`src/rtl/snax_acc_csr_manager.sv`:
```
// -----------------------------------------------------------------------------
// snax_acc_csr_manager
//
// CSR-side manager for a SNAX accelerator shell. The core writes staged
// read-write registers through a valid/ready request port. A write to the
// LAUNCH address snapshots the staged set and offers it to the accelerator
// through a valid/ready commit handshake. Reads return staged registers,
// the accelerator's read-only registers, the launch status or a commit counter.
//
// Address map (register index):
//   0 .. RegRWCount-1                     staged read-write registers
//   RegRWCount .. RegRWCount+RegROCount-1 accelerator read-only registers
//   LAUNCH = RegRWCount+RegROCount        write: commit, read: {0.., valid}
//   COUNT  = LAUNCH+1                     read: number of commits (wrapping)
//   anything above COUNT                  out of range (reads 0, writes ignored)
//
// Ports:
//   clk_i, rst_ni          clock, asynchronous active-low reset
//   csr_req_*              core request (addr, data, write, valid/ready)
//   csr_rsp_*              read response (data, valid/ready)
//   acc_reg_set_o/_valid_o/_ready_i  committed snapshot to the accelerator
//   acc_reg_ro_set_i       accelerator read-only values, register j in slice j
// -----------------------------------------------------------------------------
module snax_acc_csr_manager #(
    parameter int RegRWCount   = 2,
    parameter int RegROCount   = 2,
    parameter int RegDataWidth = 32,
    parameter int RegAddrWidth = 32
) (
    input  logic                               clk_i,
    input  logic                               rst_ni,
    input  logic [RegAddrWidth-1:0]            csr_req_addr_i,
    input  logic [RegDataWidth-1:0]            csr_req_data_i,
    input  logic                               csr_req_write_i,
    input  logic                               csr_req_valid_i,
    output logic                               csr_req_ready_o,
    output logic [RegDataWidth-1:0]            csr_rsp_data_o,
    output logic                               csr_rsp_valid_o,
    input  logic                               csr_rsp_ready_i,
    output logic [RegRWCount*RegDataWidth-1:0] acc_reg_set_o,
    output logic                               acc_reg_set_valid_o,
    input  logic                               acc_reg_set_ready_i,
    input  logic [RegROCount*RegDataWidth-1:0] acc_reg_ro_set_i
);

    localparam int LaunchAddr = RegRWCount + RegROCount;
    localparam int CountAddr  = LaunchAddr + 1;
    // Bits needed to decode the whole map; anything set above them is out of range.
    localparam int DecW       = $clog2(CountAddr + 1);

    logic [RegDataWidth-1:0] staged [RegRWCount];
    logic [RegDataWidth-1:0] commit_cnt;
    logic [RegDataWidth-1:0] rd_data;

    logic [DecW-1:0] addr_lo;
    logic            addr_upper_zero;
    logic            is_launch;
    logic            is_count;
    logic            rsp_stall;
    logic            commit_stall;
    logic            req_fire;
    logic            wr_fire;
    logic            rd_fire;
    logic            launch_fire;

    assign addr_lo         = csr_req_addr_i[DecW-1:0];
    assign addr_upper_zero = (csr_req_addr_i[RegAddrWidth-1:DecW] == '0);
    assign is_launch       = addr_upper_zero && (addr_lo == DecW'(LaunchAddr));
    assign is_count        = addr_upper_zero && (addr_lo == DecW'(CountAddr));

    // A held response blocks every request (reads and writes alike) so the
    // request/response ordering stays trivially in order. A LAUNCH only waits
    // while the previous commit is still unaccepted; if the accelerator takes
    // it this cycle the new snapshot follows without a bubble.
    assign rsp_stall    = csr_rsp_valid_o && !csr_rsp_ready_i;
    assign commit_stall = csr_req_write_i && is_launch &&
                          acc_reg_set_valid_o && !acc_reg_set_ready_i;

    assign csr_req_ready_o = !rsp_stall && !commit_stall;
    assign req_fire        = csr_req_valid_i && csr_req_ready_o;
    assign wr_fire         = req_fire && csr_req_write_i;
    assign rd_fire         = req_fire && !csr_req_write_i;
    assign launch_fire     = wr_fire && is_launch;

    // Read data selection; out-of-range addresses fall through to zero.
    always_comb begin
        rd_data = '0;
        for (int k = 0; k < RegRWCount; k++) begin
            if (addr_upper_zero && (addr_lo == DecW'(k))) begin
                rd_data = staged[k];
            end
        end
        for (int j = 0; j < RegROCount; j++) begin
            if (addr_upper_zero && (addr_lo == DecW'(RegRWCount + j))) begin
                rd_data = acc_reg_ro_set_i[j*RegDataWidth +: RegDataWidth];
            end
        end
        if (is_launch) begin
            rd_data = {{(RegDataWidth-1){1'b0}}, acc_reg_set_valid_o};
        end
        if (is_count) begin
            rd_data = commit_cnt;
        end
    end

    // Staged read-write registers
    always_ff @(posedge clk_i or negedge rst_ni) begin
        if (!rst_ni) begin
            for (int k = 0; k < RegRWCount; k++) begin
                staged[k] <= '0;
            end
        end else if (wr_fire) begin
            for (int k = 0; k < RegRWCount; k++) begin
                if (addr_upper_zero && (addr_lo == DecW'(k))) begin
                    staged[k] <= csr_req_data_i;
                end
            end
        end
    end

    // Commit snapshot and handshake; a new launch wins over the clear.
    always_ff @(posedge clk_i or negedge rst_ni) begin
        if (!rst_ni) begin
            acc_reg_set_o       <= '0;
            acc_reg_set_valid_o <= 1'b0;
            commit_cnt          <= '0;
        end else if (launch_fire) begin
            for (int k = 0; k < RegRWCount; k++) begin
                acc_reg_set_o[k*RegDataWidth +: RegDataWidth] <= staged[k];
            end
            acc_reg_set_valid_o <= 1'b1;
            commit_cnt          <= commit_cnt + 1'b1;
        end else if (acc_reg_set_ready_i) begin
            acc_reg_set_valid_o <= 1'b0;
        end
    end

    // Read response register; data holds until the next accepted read.
    always_ff @(posedge clk_i or negedge rst_ni) begin
        if (!rst_ni) begin
            csr_rsp_valid_o <= 1'b0;
            csr_rsp_data_o  <= '0;
        end else if (rd_fire) begin
            csr_rsp_valid_o <= 1'b1;
            csr_rsp_data_o  <= rd_data;
        end else if (csr_rsp_ready_i) begin
            csr_rsp_valid_o <= 1'b0;
        end
    end

endmodule

```
`config.mk`:
```
export PLATFORM = sky130hd
export DESIGN_NAME = snax_acc_csr_manager
export DESIGN_NICKNAME = d
export VERILOG_FILES = /design/src/rtl/snax_acc_csr_manager.sv
export SDC_FILE = /design/constraint.sdc
export NUM_CORES = 1
export LEC_CHECK = 0
export ABC_AREA = 0
export CORE_MARGIN = 1
export CORE_UTILIZATION = 35
export DETAILED_ROUTE_END_ITERATION = 8
export PLACE_DENSITY = 0.7
export SLEW_MARGIN = 25
export SYNTH_ARGS = -nofsm -noshare
export SYNTH_HDL_FRONTEND = slang
export SYNTH_SLANG_ARGS = --single-unit
```
`constraint.sdc`:
```
create_clock -name clk_i -period 3.25 [get_ports clk_i]
set_input_delay 0.4875 -clock clk_i [delete_from_list [all_inputs] [get_ports clk_i]]
set_output_delay 0.4875 -clock clk_i [all_outputs]
set_load 0.02 [all_outputs]
```
==> impl_results.md <==
- WP data required: 2.76 ns
- Worst Clk Skew: ~0.011 ns
- Worst slew margin: between 50% and 60%
- Mux cell area share after synthesis: around 26%
- Overflow left after global routing: 0
- Crit-path cells: clkdlybuf4s50_1 > nor4_2 > nand4_2 > nor2_1 > a31oi_1 > clkdlybuf4s50_1
- Multi-input logic area: approximately 3700 um2
- Unrepaired setup endpoints after global routing: no
- CTS tree: yes
- Routability Congestion: around 0.78
- Area of the core: between 20000 and 25000 um2
- Post-Syn Area per Cell: 14.20 um2
- Syn_nets: between 700 and 800
- Setup crit end kind: output pin
- Share of layout cells above drive strength 1: between 20% and 30%
- DR iter-0 viols: roughly 310
- Initial antenna violation count: 4
- Crit-path most repeated cell: clkdlybuf4s50_1
- First drt pass iteration count: 4
- Initial Util: between 30 and 40%
- Final Hold Viols: 0
- P&R area growth vs syn: 40.05%
- Max-Cap Viols: 0
- Startpoint class of the critical path: input pin
- Simple-gate area share of the yosys netlist: a little over a tenth
- Vias in the first global route: 6425
- Clock Tree Root: clkbuf_16
- # port buffers: 232
- Adder-cell share of the synthesized area: 0.1425%
- Met3 Usage GRT: ~6.3%
- Hold buffers post-CTS: 0
- Final period util: between 90% and 100%
- CP max stage delay: between 0.5 and 0.6 ns
- Outcome: finished clean
- Slew Limit Fails: 0
- Via density: about 5
- Critical-path top delay cell: clkdlybuf4s50_1
- Met1 usage: approximately 25%
- Compound-Gate Fraction of Synth Area: between 2 and 3%
- Pin count of the biggest net entering global routing: between 70 and 80
- XOR/XNOR share of the synthesized area: roughly 3.1%
- Die Span X: 160.4 um
- Detailed-route DRC error count: 0
- Leak Pwr: ~5.6 nW
- Register area: 4855 um2
- Warnings, synthesis: 0
- IO Count: between 200 and 250
- Clock buffer count from CTS: 17
- VDD IR-drop max: 323.3 uV
- Crit path kind: in -> out
- Clk sink count: 194
- Die Y: 160.4 um
- Postcts setup bufs: 0
- Clock latency on the worst-skew pair: around 0.42 ns
- Gates resized, CTS repair: 0
- Post-Syn Area: 8778 um2
- Tot GR Track Use: a little under a fifth
- F_max: ~0.34 GHz
- Seq/Total Area, Yosys: around 55%
- GR peak layer: met2
- Post-route cell area: ~12000 um2
- Combinational family with the most area after synthesis: multiplexers
- # fillers: 2122
- Non-filler cells, final: 1205
- Met2 Track Usage GR: 31.23%
- Crit Path Max Fanout: 3
- Worst Max-Slew Pin Slew: approximately 0.60 ns
- Max Root-Sink Buffers: 2
- Drt wl/cell: 19.59 um
- Ys flop type: dfrtp_1
- First-pass GRT wire length: ~37 mm
- Number of flops mapped to enable cells by yosys: 0
- Placed Instances: 1171
- Yosys reg bits: approximately 190
- Detailed Route WL: 23.61 mm
- Die area: roughly 26000 um2
- Setup TNS: 0 ns
- Clock-pin slew on the worst setup and hold paths: around 0.07 ns
- Cell Pwr Density: 413.2 nW/um2
- Via count: 6016
- CTS H-tree depth: 4
- Syn Inst Count: between 600 and 700
- Row cnt: 57
- Net count, final: between 1000 and 1500
- Synth cell types: between 40 and 50
- Tmin final: slightly below 3 ns
- WP data arrival: between 2 and 2.5 ns
- Final Setup Violations: 0
- Post-DP Area: about 12000 um2
- Post-synth ARST share: 100.0%
- Worst Hold Class: in -> async
- ANT nets after route: 0
- DP Wirelength: 17.41 mm
[through the flow]
stage / hold slack, ns / setup WS (ns) / total power [mW] / util (%)
global placement: 0.4658 / 0.2312 / 2.822 / 47.62
detailed placement: 0.4642 / 0.2033 / 2.822 / 47.62
CTS: 0.09110 / 0.2715 / 5.149 / 50.24
floorplan: 0.1919 / 0.7326 / 2.556 / -
finish: 0.08850 / 0.2737 / 5.080 / 50.26
global route: 0.09499 / 0.2041 / 5.264 / 50.25
[where the power goes]
part           internal [mW]  switching [mW]  total (mW)
Clock                   1.37           0.938        2.31
Combinational          0.203           0.151       0.354
Sequential              2.41        0.000885        2.41
[cell type report]
type / instances / area share, %
clock buffers: 20 / 3.552
multi-input cells: 389 / 30.42
diodes: 2 / 0.04071
inverters: 2 / 0.06106
well taps: 324 / 3.297
clock inverters: 12 / 1.659
flip-flops and latches: 194 / 39.49
repair buffers: 262 / 21.48
[worst max-delay path: cells and delay by family]
family                 cells  cell delay [ns]
and+or+nand+nor            3             0.91
buffers and inverters      2             0.98
AOI/OAI and AO/OA          1             0.10
[kinds of logic (layout without fill, tap and decap cells)]
logic type / after synthesis / in the layout
adders and majority gates: 1 / 1
xor gates and xnor gates: 31 / 31
muxes: 160 / 160
AOI/OAI and AO/OA: 36 / 36
other: 0 / 2
DFF: 194 / 194
and+or+nand+nor: 161 / 161
buffers and inverters: 35 / 296
[path summary, 6_finish.rpt]
path / startpoint / slack, ns / cells past startpoint / end
min in group clk_i: commit_cnt[31]$_DFFE_PN0P_ / 0.48 / 1 / commit_cnt[31]$_DFFE_PN0P_
max in group asynchronous: rst_ni / 2.34 / 2 / acc_reg_set_o[10]$_DFFE_PN0P_
setup / recovery: csr_req_addr_i[11] / 0.27 / 6 / csr_req_ready_o
hold reg to reg: commit_cnt[31]$_DFFE_PN0P_ / 0.48 / 1 / commit_cnt[31]$_DFFE_PN0P_
hold / removal: rst_ni / 0.09 / 1 / acc_reg_set_o[55]$_DFFE_PN0P_
setup reg to reg: commit_cnt[0]$_DFFE_PN0P_ / 1.24 / 6 / commit_cnt[26]$_DFFE_PN0P_
[placed cells by master, fill, tap and decap left out, drive strengths merged, types with 3 or more instances in the layout]
cell / Yosys / final
and3: 6 / 6
and4: 4 / 4
xnor2: 26 / 26
mux2: 129 / 129
bufinv: 0 / 5
inv: 2 / 4
buf: 20 / 32
clkbuf: 13 / 21
nor2b: 3 / 3
dfrtp: 194 / 194
and2: 3 / 3
xor2: 5 / 5
nand2: 77 / 77
a22oi: 31 / 31
nand3: 11 / 11
nor3: 5 / 5
nor2: 10 / 10
mux4: 31 / 31
nand4: 18 / 18
nor4: 13 / 13
clkdlybuf4s50: 0 / 229
clkinvlp: 0 / 3
[synthesized netlist by cell type, drive strengths merged, types with 3 or more instances]
cell type | n | area, um2
dfrtp | 194 | 4855
mux2 | 129 | 1565
nand2 | 77 | 289.0
a22oi | 31 | 232.7
mux4 | 31 | 698.2
xnor2 | 26 | 227.7
buf | 20 | 140.1
nand4 | 18 | 125.1
clkbuf | 13 | 48.80
nor4 | 13 | 166.4
nand3 | 11 | 55.05
nor2 | 10 | 37.54
and3 | 6 | 37.54
nor3 | 5 | 25.02
xor2 | 5 | 43.79
and4 | 4 | 35.03
and2 | 3 | 18.77
nor2b | 3 | 18.77
[per-layer routing]
layer  part of all wire [%]  wire (um)  vias to the layer above
met2                     49      11560                      180
met4                   0.66        155                        4
li1                       -          -                     2754
met5                   0.11         26                        -
met3                    7.3       1715                       15
met1                     43      10150                     3063
[flip-flops by register name, indices dropped and copies added (netlist names)]
name / count
csr_rsp_data_o: 32
acc_reg_set_valid_o: 1
acc_reg_set_o: 64
csr_rsp_valid_o: 1
staged: 64
commit_cnt: 32
Note: power is estimated with default switching activity, not from simulation.
